--- config.mk ---
export PLATFORM = sky130hd
export DESIGN_NAME = cgra_beat_upsizer
export DESIGN_NICKNAME = d
export VERILOG_FILES = /design/src/rtl/cgra_beat_upsizer.sv
export SDC_FILE = /design/constraint.sdc
export NUM_CORES = 1
export LEC_CHECK = 0
export BUFFER_PORTS_ARGS = -buffer_cell sky130_fd_sc_hd__buf_2
export CORE_UTILIZATION = 55
export CTS_BUF_LIST = sky130_fd_sc_hd__clkbuf_16
export CTS_CLUSTER_DIAMETER = 60
export CTS_CLUSTER_SIZE = 10
export DETAILED_ROUTE_END_ITERATION = 7
export PLACE_DENSITY = 0.86
export SKIP_CTS_REPAIR_TIMING = 1
export SLEW_MARGIN = 20
export SYNTH_ARGS = -nofsm -noshare
export SYNTH_HDL_FRONTEND = slang
export SYNTH_SLANG_ARGS = --single-unit
--- constraint.sdc ---
create_clock -name clk -period 2.72 [get_ports clk]
set_clock_uncertainty 0.2 [all_clocks]
set_input_delay 0.272 -clock clk [delete_from_list [all_inputs] [get_ports clk]]
set_output_delay 0.272 -clock clk [all_outputs]
set_load 0.02 [all_outputs]
--- src/rtl/cgra_beat_upsizer.sv ---
// ---------------------------------------------------------------------------
// cgra_beat_upsizer
//
// Packs BEATS_PER_PKT consecutive BEAT_W-bit beats from the DMA RX read path
// into one AXIS_W-bit packet word for the CGRA AXIS bridge. Beat 0 of a
// packet occupies the LSBs. tlast framing is enforced: short packets are
// dropped, and long packets are truncated to their first BEATS_PER_PKT beats.
// Bits [AXIS_W-1:PKT_W] of each emitted packet are pad and must be zero.
// The assembly buffer and the output register are separate, so one packet can
// be assembled while the previous one waits on m_axis_tready.
//
// Handshakes: a transfer happens on a rising clk edge where valid and ready
// are both 1. Once m_axis_tvalid is asserted, m_axis_tdata holds and tvalid
// stays high until that transfer, except when flush or reset discard it.
//
// Ports
//   clk, reset        clock, synchronous active-high reset
//   s_beat_*          input beat stream (tdata/tvalid/tlast in, tready out)
//   m_axis_*          output packet stream (tdata/tvalid out, tready in)
//   flush             1-cycle pulse: discard partial and buffered packets
//   err_clr           clear sticky error flags
//   err_len           sticky: tlast framing error seen
//   err_pad           sticky: nonzero pad bits in an emitted packet
//   pkt_count         packets handed off on m_axis, wraps modulo 2^32
//   dbg_state         current FSM state (0 COLLECT, 1 FULL, 2 DROP)
// ---------------------------------------------------------------------------
module cgra_beat_upsizer #(
    parameter int BEAT_W        = 64,
    parameter int BEATS_PER_PKT = 3,
    parameter int AXIS_W        = 192,
    parameter int PKT_W         = 185
) (
    input  logic              clk,
    input  logic              reset,
    input  logic [BEAT_W-1:0] s_beat_tdata,
    input  logic              s_beat_tvalid,
    input  logic              s_beat_tlast,
    output logic              s_beat_tready,
    output logic [AXIS_W-1:0] m_axis_tdata,
    output logic              m_axis_tvalid,
    input  logic              m_axis_tready,
    input  logic              flush,
    input  logic              err_clr,
    output logic              err_len,
    output logic              err_pad,
    output logic [31:0]       pkt_count,
    output logic [1:0]        dbg_state
);

    if (AXIS_W != BEAT_W * BEATS_PER_PKT) begin : g_width_check
        $error("cgra_beat_upsizer: AXIS_W must equal BEAT_W*BEATS_PER_PKT");
    end

    localparam int IDX_W = (BEATS_PER_PKT > 1) ? $clog2(BEATS_PER_PKT) : 1;
    localparam logic [IDX_W-1:0] LAST_IDX = IDX_W'(BEATS_PER_PKT - 1);

    typedef enum logic [1:0] {
        ST_COLLECT = 2'd0,
        ST_FULL    = 2'd1,
        ST_DROP    = 2'd2
    } state_t;

    state_t              r_state;
    state_t              w_state_nxt;
    logic [IDX_W-1:0]    r_idx;
    logic [IDX_W-1:0]    w_idx_nxt;
    logic [AXIS_W-1:0]   r_asm;
    logic [AXIS_W-1:0]   w_asm_nxt;
    logic                r_pend;      // assembly buffer holds a complete packet
    logic                w_pend_nxt;
    logic [AXIS_W-1:0]   r_out;
    logic                r_out_valid;
    logic                w_out_valid_nxt;
    logic                r_err_len;
    logic                r_err_pad;
    logic [31:0]         r_pkt_count;

    logic                w_tready;
    logic                w_acc;
    logic                w_hs;
    logic                w_out_free;
    logic                w_load;      // output register captures w_load_data
    logic [AXIS_W-1:0]   w_load_data;
    logic [AXIS_W-1:0]   w_complete;
    logic                w_set_len;
    logic                w_set_pad;
    logic                w_pad_nz;

    assign w_acc      = s_beat_tvalid & w_tready;
    assign w_hs       = r_out_valid & m_axis_tready;
    // The output register can take a new packet if empty or draining now.
    assign w_out_free = ~r_out_valid | w_hs;

    // Final beat of a packet merged with the slots already collected.
    always_comb begin
        w_complete = r_asm;
        w_complete[(BEATS_PER_PKT-1)*BEAT_W +: BEAT_W] = s_beat_tdata;
    end

    // State register
    always_ff @(posedge clk) begin
        if (reset) begin
            r_state <= ST_COLLECT;
        end else begin
            r_state <= w_state_nxt;
        end
    end

    // Next-state and datapath control
    always_comb begin
        w_state_nxt = r_state;
        w_idx_nxt   = r_idx;
        w_asm_nxt   = r_asm;
        w_pend_nxt  = r_pend;
        w_load      = 1'b0;
        w_load_data = r_asm;
        w_set_len   = 1'b0;

        case (r_state)
            ST_COLLECT: begin
                if (w_acc) begin
                    if (r_idx == LAST_IDX) begin
                        w_idx_nxt = '0;
                        if (w_out_free) begin
                            w_load      = 1'b1;
                            w_load_data = w_complete;
                        end else begin
                            w_asm_nxt  = w_complete;
                            w_pend_nxt = 1'b1;
                        end
                        if (!s_beat_tlast) begin
                            // Long packet: keep the first beats, skip the rest.
                            w_set_len   = 1'b1;
                            w_state_nxt = ST_DROP;
                        end else if (!w_out_free) begin
                            w_state_nxt = ST_FULL;
                        end
                    end else if (s_beat_tlast) begin
                        // Short packet: discard what was collected.
                        w_idx_nxt = '0;
                        w_set_len = 1'b1;
                    end else begin
                        for (int k = 0; k < BEATS_PER_PKT; k++) begin
                            if (r_idx == IDX_W'(k)) begin
                                w_asm_nxt[k*BEAT_W +: BEAT_W] = s_beat_tdata;
                            end
                        end
                        w_idx_nxt = r_idx + IDX_W'(1);
                    end
                end
            end

            ST_FULL: begin
                if (w_hs) begin
                    w_load      = 1'b1;
                    w_pend_nxt  = 1'b0;
                    w_state_nxt = ST_COLLECT;
                end
            end

            ST_DROP: begin
                if (r_pend && w_out_free) begin
                    w_load     = 1'b1;
                    w_pend_nxt = 1'b0;
                end
                if (w_acc && s_beat_tlast) begin
                    w_state_nxt = (r_pend && !w_out_free) ? ST_FULL : ST_COLLECT;
                end
            end

            default: begin
                w_state_nxt = ST_COLLECT;
            end
        endcase

        // Flush discards everything buffered, including a beat taken this cycle.
        if (flush) begin
            w_state_nxt = ST_COLLECT;
            w_idx_nxt   = '0;
            w_pend_nxt  = 1'b0;
            w_load      = 1'b0;
            w_set_len   = 1'b0;
        end
    end

    assign w_pad_nz  = |(w_load_data >> PKT_W);
    assign w_set_pad = w_load & w_pad_nz;

    always_comb begin
        w_out_valid_nxt = r_out_valid;
        if (flush) begin
            w_out_valid_nxt = 1'b0;
        end else if (w_load) begin
            w_out_valid_nxt = 1'b1;
        end else if (w_hs) begin
            w_out_valid_nxt = 1'b0;
        end
    end

    // Datapath registers
    always_ff @(posedge clk) begin
        if (reset) begin
            r_idx       <= '0;
            r_asm       <= '0;
            r_pend      <= 1'b0;
            r_out       <= '0;
            r_out_valid <= 1'b0;
            r_err_len   <= 1'b0;
            r_err_pad   <= 1'b0;
            r_pkt_count <= '0;
        end else begin
            r_idx       <= w_idx_nxt;
            r_asm       <= w_asm_nxt;
            r_pend      <= w_pend_nxt;
            r_out_valid <= w_out_valid_nxt;
            if (w_load) begin
                r_out <= w_load_data;
            end
            // A new error in the clear cycle keeps the flag set.
            r_err_len   <= (r_err_len & ~err_clr) | w_set_len;
            r_err_pad   <= (r_err_pad & ~err_clr) | w_set_pad;
            r_pkt_count <= r_pkt_count + {31'd0, w_hs};
        end
    end

    // Outputs
    always_comb begin
        w_tready      = (r_state != ST_FULL);
        s_beat_tready = w_tready;
        m_axis_tdata  = r_out;
        m_axis_tvalid = r_out_valid;
        err_len       = r_err_len;
        err_pad       = r_err_pad;
        pkt_count     = r_pkt_count;
        dbg_state     = r_state;
    end

endmodule

==> results of run 1 <==
worst max-delay path by stage:
stage	from	to	slack, ns
after floorplan	m_axis_tvalid	pkt_count[28]	0.10
after CTS	m_axis_tvalid	pkt_count[22]	0.01
final	dbg_state[0]	m_axis_tdata[142]	0.13
after detailed placement	m_axis_tready	pkt_count[22]	-0.06
after global placement	m_axis_tready	pkt_count[28]	0.12
after global routing	dbg_state[0]	m_axis_tdata[158]	-0.0009
worst register-to-register path, stage by stage, from the launching register on:
cell      delay, ns
dfxtp_1        0.33
inv_1          0.11
ha_1           0.32
and3b_1        0.27
nand3_4        0.13
a211oi_4       0.26
buf_12         0.19
buf_4          0.32
nor2_1         0.10
a211oi_1       0.27
per-stage QoR:
stage	TNS, ns	cells	cell area (um^2)	utilization (%)
2_1_floorplan	0	1986	16300	-
3_3_place_gp	0	2560	18160	62.76
3_5_place_dp	-0.06437	2560	18160	62.76
4_1_cts	0	2611	19400	67.04
5_1_grt	-0.0008535	2681	20090	69.43
6_report	0	2682	20090	69.44
state kept, by name (all words and copies together) (netlist names):
register	count
dbg_state	2
r_idx	2
pkt_count	32
m_axis_tdata	192
r_asm	192
m_axis_tvalid	1
err_pad	1
err_len	1
r_pend	1
cell type report:
type / instances / area share [%]
sequential: 424 / 42.25
multi-input combinational: 1402 / 35.84
timing repair buffer: 404 / 13.07
clock buffer: 49 / 6.103
tap: 384 / 2.391
inverter: 14 / 0.2616
clock inverter: 2 / 0.05605
antenna: 3 / 0.03736
logic make-up (layout without fill, tap and decap cells):
family                     after synthesis  count (layout)  share of synthesized area (%)
buffers and inverters                  160             469                          4.291
adders and majority gates               10              10                         0.7676
muxes                                   65              65                          3.992
xor gates and xnor gates                26              26                          1.397
and+or+nand+nor                        891             891                          22.70
other                                    0               3                              0
DFF                                    424             424                          52.08
AOI/OAI and AO/OA                      410             410                          14.78
cell usage in the layout (no fill, tap or decap), types with 7 or more instances in the layout:
cell           count
dfxtp_1          424
nor4_1             7
buf_2            299
buf_4             23
xnor2_1           20
dlygate4sd3_1     68
a21oi_1          330
nand2_1          656
nor2b_1           68
a211oi_1          31
buf_12            13
a211oi_2          33
clkbuf_16         49
nand3_1           15
nor2_1            96
mux2i_1           65
nor3_1             9
ha_1               9
inv_1             15
power by group through the flow:
| stage | registers, mW | logic (mW) | clock network [mW] |
|---|---|---|---|
| final | 6.30 | 0.520 | 5.45 |
| after floorplan | 6.43 | 0.249 | 0 |
| after detailed placement | 6.43 | 0.425 | 0 |
| after CTS | 6.30 | 0.428 | 5.50 |
| after global placement | 6.43 | 0.415 | 0 |
| after global routing | 6.30 | 0.559 | 5.77 |
layer usage:
| metal | wire length (um) | GRT usage (%) |
|---|---|---|
| met4 | 2340 | 14.66 |
| met1 | 17900 | 34.02 |
| met3 | 3637 | 5.184 |
| met2 | 22340 | 46.88 |
| met5 | 0 | 0 |
==> out/metrics.csv, run 1 <==
stage;metric;value;unit
run;drv_cap;0;
placement;numPortBuffers;300;
worst_hold_path;min_path_cells;3;
floorplan;die_width;174.2;um
final_layout;area_growth;23.27;%
drt;wl_per_cell;17.23;um
setup_path;critical-path-max-stage-delay;0.33;ns
yosys;yosysWarnings;0;
timing;finalHoldViolCount;0;
yosys;synth_top_area_cell;dfxtp_1;
setup_path;ff2ff_path_depth;9;
yosys;synth.cell_area;16300;um^2
yosys;avgSynthCellArea;8.207;um^2
setup_path;rrSetupSlack;0.13;ns
timing;setup_viol;0;
final_layout;regArea;8488;um^2
yosys;syn-num-nets;2067;
yosys;synth_cell_types;44;
worst_hold_path;hold_start;m_axis_tready;
power_and_ir_drop;p_sw_share;21.61;%
floorplan;dieArea;30330;um^2
yosys;yosys-top-cells-area;dfxtp_1 52%, nand2_1 15%, a21oi_1 10%;
final_layout;fillCellCount;2113;
power_and_ir_drop;switchingPower;2.652;mW
power_and_ir_drop;power_density;610.8;nW/um^2
timing;tightest_slew;0.8025;ns
global_routing;grt_pass1_wl;69470;um
placement;dp_slack;-0.06437;ns
yosys;synthMostInstantiatedCell;nand2_1;
timing;finalCritPeriodShare;95.35;%
timing;setup_ws;0.1265;ns
timing;finalCriticalPeriod;2.594;ns
power_and_ir_drop;p_total;12.27;mW
timing;drv_slew;0;
global_routing;track_usage;27.91;%
status;status;finished, final reports clean;
drt;firstDrtPassIters;7;
setup_path;cp.arrival;2.82;ns
power_and_ir_drop;pwr-share-seq;51.3;%
drt;dr_total_vias;15250;
setup_path;path_cells;inv_1, ha_1, and3b_1, nand3_4, a211oi_4, buf_12, buf_4, nor2_1, a211oi_1;
yosys;synth_seq_cells;424;
floorplan;io-pin-count;301;
power_and_ir_drop;p_leak;8.040;nW
setup_path;start_kind;flop;
global_routing;grt-ovfl-total;0;
clock_network;htree_levels;2;
final_layout;nets;2375;
yosys;synthFlopType;dfxtp_1;
setup_path;crit_fanout;28;
clock_network;clkSinkCount;424;
clock_network;cts_buffer_depth;3;
power_and_ir_drop;intPower;9.621;mW
yosys;synth_cells;1986;
timing;fmax;385.6;MHz
worst_hold_path;hold_path.class;input pin to flop;
setup_path;path_class;flop to flop;
drt;via_per_inst;5.685;
floorplan;core_area;28940;um^2
floorplan;num_rows;62;
worst_hold_path;holdPathEnd;m_axis_tvalid;
setup_path;cp.depth;9;
floorplan;die_h;174.2;um
drt;drc;0;
yosys;async_reset_ff_share;0;%
clock_network;clk_latency;0.53;ns
setup_path;crit_buf_inv;3;
global_routing;grt_pass1_vias;14040;
clock_network;cts_tree;yes;
floorplan;start_util;56.33;%
yosys;synth_edf_count;0;
final_layout;multiInputGateArea;7201;um^2
placement;place.gp.congestion;0.8806;
drt;wl;46210;um
global_routing;grt_max_degree;113;
timing;hold_slack;0.03957;ns
yosys;synth_top_area_share;52.08;%
clock_network;cts_buffers;48;
clock_network;root_buffer;clkbuf_16;
setup_path;rr_endpoint;m_axis_tdata[142];
global_routing;antenna_found_initial;3;
placement;hpwl;28120;um
drt;drtIter0Drc;1210;
yosys;synthTopCellsByCount;656 x nand2_1, 424 x dfxtp_1, 330 x a21oi_1, 106 x clkbuf_1, 97 x nor2_1;
drt;drtAntennaViolNets;0;
setup_path;path_delay_family;buffers and inverters;
power_and_ir_drop;peakVddDrop;0.5173;mV
setup_path;end_kind;flop;
setup_path;cp.required;2.94;ns
timing;maxSlewHeadroom;46.50;%
clock_network;cts.clk_slew.worst_paths;0.05;ns
setup_path;reg2reg_from;dbg_state[0];
final_layout;drive_gt1_share;19.00;%
power_and_ir_drop;clockPowerShare;44.4;%
setup_path;critPathSlowestCell;dfxtp_1;
yosys;ys_seq_area_share;52.08;%
power_and_ir_drop;combPwrFrac;4.2;%
No activity file was read; power rests on OpenSTA's default activity.
==> run 2, diff against run 1 <==
--- a/config.mk
+++ b/config.mk
@@ -7,7 +7,7 @@
 export LEC_CHECK = 0
 export BUFFER_PORTS_ARGS = -buffer_cell sky130_fd_sc_hd__buf_2
 export CORE_UTILIZATION = 55
-export CTS_BUF_LIST = sky130_fd_sc_hd__clkbuf_16
+export CTS_BUF_LIST = sky130_fd_sc_hd__clkbuf_8
 export CTS_CLUSTER_DIAMETER = 60
 export CTS_CLUSTER_SIZE = 10
 export DETAILED_ROUTE_END_ITERATION = 7
==> out/metrics.csv, run 2 (synthesis results as in run 1) <==
stage;metric;value;unit;change
clock_network;cts_tree;yes;;
drt;via_per_inst;5.589;;-1.7%
status;status;finished, final reports clean;;
timing;setup_viol;0;;unchanged
clock_network;cts_buffers;48;;unchanged
timing;finalHoldViolCount;0;;unchanged
drt;firstDrtPassIters;7;;unchanged
final_layout;fin_util;67.56;%;-1.9 points
timing;drv_slew;0;;unchanged
floorplan;num_rows;62;;unchanged
setup_path;crit_fanout;7;;-75%
floorplan;dieArea;30330;um^2;unchanged
drt;wl_per_cell;16.73;um;-2.9%
final_layout;multiInputGateArea;7213;um^2;+0.17%
clock_network;htree_levels;2;;unchanged
placement;dp_cells;2560;;unchanged
global_routing;grt_pass1_wl;67520;um;-2.8%
clock_network;clk_latency;0.56;ns;+0.03 ns
floorplan;io-pin-count;301;;unchanged
final_layout;fillCellCount;2202;;+4.2%
placement;hpwl;28120;um;unchanged
power_and_ir_drop;combPwrFrac;4.9;%;+0.7 points
final_layout;fin_cells;2681;;-0.037%
floorplan;core_area;28940;um^2;unchanged
setup_path;cp.arrival;2.91;ns;+0.09 ns
setup_path;critPathSlowestCell;or4_4;;
setup_path;path_class;flop to flop;;
power_and_ir_drop;intPower;8.069;mW;-16%
power_and_ir_drop;p_sw_share;22.88;%;+1.3 points
setup_path;cp_common_cell;ha_1;;
clock_network;root_buffer;clkbuf_8;;
power_and_ir_drop;power_density;535.2;nW/um^2;-12%
floorplan;die_width;174.2;um;unchanged
timing;finalCritPeriodShare;98.80;%;+3.5 points
floorplan;start_util;56.33;%;unchanged
global_routing;track_usage;27.13;%;-0.78 points
timing;setup_ws;0.03256;ns;-0.09393 ns
power_and_ir_drop;peakVddDrop;0.4094;mV;-21%
drt;drtIter0Drc;1054;;-13%
drt;drc;0;;unchanged
run;drv_cap;0;;unchanged
timing;finalCriticalPeriod;2.687;ns;+0.09393 ns
final_layout;regArea;8488;um^2;unchanged
placement;dp_slack;-0.06437;ns;unchanged
clock_network;clkSinkCount;424;;unchanged
timing;maxSlewHeadroom;46.69;%;+0.19 points
drt;wl;44860;um;-2.9%
drt;dr_total_vias;14990;;-1.7%
power_and_ir_drop;switchingPower;2.394;mW;-9.7%
floorplan;die_h;174.2;um;unchanged
global_routing;grt_max_degree;113;;unchanged
power_and_ir_drop;p_leak;7.805;nW;-2.9%
final_layout;nets;2375;;unchanged
timing;tightest_slew;0.7997;ns;-0.002820 ns
final_layout;final_cell_mix;656 x nand2_1, 424 x dfxtp_1, 330 x a21oi_1, 299 x buf_2, 96 x nor2_1;;
placement;numPortBuffers;300;;unchanged
timing;fmax;372.1;MHz;-3.5%
setup_path;start_kind;flop;;
worst_hold_path;hold_path.class;input pin to flop;;
setup_path;critical-path-max-stage-delay;0.59;ns;+0.26 ns
power_and_ir_drop;clockPowerShare;34.9;%;-9.5 points
global_routing;antenna_found_initial;2;;-1
drt;drtAntennaViolNets;0;;unchanged
final_layout;final_common_cell;nand2_1;;
setup_path;path_cells;and2_1, ha_1, ha_1, nand4_2, or4_4, nor3_2, xnor2_1, nor2_1;;
clock_network;cts_buffer_depth;3;;unchanged
setup_path;cp.required;2.94;ns;about the same
final_layout;drive_gt1_share;19.00;%;unchanged
placement;place.gp.congestion;0.8806;;unchanged
global_routing;grt_pass1_vias;13710;;-2.3%
global_routing;grt-ovfl-total;0;;unchanged
clock_network;cts.clk_slew.worst_paths;0.07;ns;+0.02 ns
power_and_ir_drop;pwr-share-seq;60.1;%;+8.8 points
setup_path;end_kind;flop;;
final_layout;area_growth;19.94;%;
## run 2: cell count changes in the layout (fill, tap and decap cells not counted)
| cell | previous run | this run |
|---|---|---|
| clkbuf_16 | 49 | 0 |
| clkbuf_8 | 0 | 49 |
| and2_1 | 0 | 1 |
| and2_2 | 1 | 0 |
| diode_2 | 3 | 2 |
| nor3_1 | 9 | 8 |
| nor3_2 | 0 | 1 |
| nor4_2 | 2 | 1 |
| nor4_4 | 0 | 1 |
## run 2: power groups by stage
stage | registers [mW] | clock network [mW] | logic [mW]
final | 6.29 | 3.66 | 0.516
after global routing | 6.29 | 3.96 | 0.558
after CTS | 6.29 | 3.70 | 0.426
after detailed placement | 6.43 | 0 | 0.425
after global placement | 6.43 | 0 | 0.415
after floorplan | 6.43 | 0 | 0.249
## run 2: through the flow
stage	TNS, ns	total power [mW]	hold slack [ns]	area [um^2]
after floorplan	0	6.675	0.1830	16300
after global placement	0	6.843	0.2361	18160
after detailed placement	-0.06437	6.856	0.2435	18160
after CTS	-0.002938	10.42	-0.2942	18850
after global routing	-0.1713	10.81	0.006539	19550
final	0	10.46	0.007055	19550
## run 2: metal layers
metal / routed length [um] / vias up / track usage (%)
li1: - / 7104 / -
met1: 17830 / 7068 / 33.58
met2: 21690 / 657 / 45.13
met3: 3285 / 156 / 4.878
met4: 2052 / 0 / 14.11
met5: 0 / - / 0
## run 2: worst max-delay path, delay by kind of cell (launching register included)
kind | cells | cell delay [ns]
adder cells (fa/ha/maj) | 2 | 0.50
flip-flops | 1 | 0.33
AND/OR/NAND/NOR | 5 | 1.35
XOR/XNOR | 1 | 0.18
## run 2: layout make-up
class | instances | area share [%]
Clock buffer | 49 | 3.450
Antenna cell | 2 | 0.02560
Clock inverter | 2 | 0.05760
Sequential cell | 424 | 43.42
Timing Repair Buffer | 404 | 13.43
Multi-Input combinational cell | 1402 | 36.90
Inverter | 14 | 0.2688
Tap cell | 384 | 2.458
## run 2: final timing paths
kind	from	endpoint	slack, ns	cells after the start
worst min register to register	r_asm[73]	m_axis_tdata[73]	0.25	2
worst max-delay path	m_axis_tvalid	pkt_count[22]	0.03	8
worst min-delay path	m_axis_tready	m_axis_tvalid	0.007	3
worst max register to register	m_axis_tvalid	pkt_count[22]	0.03	8
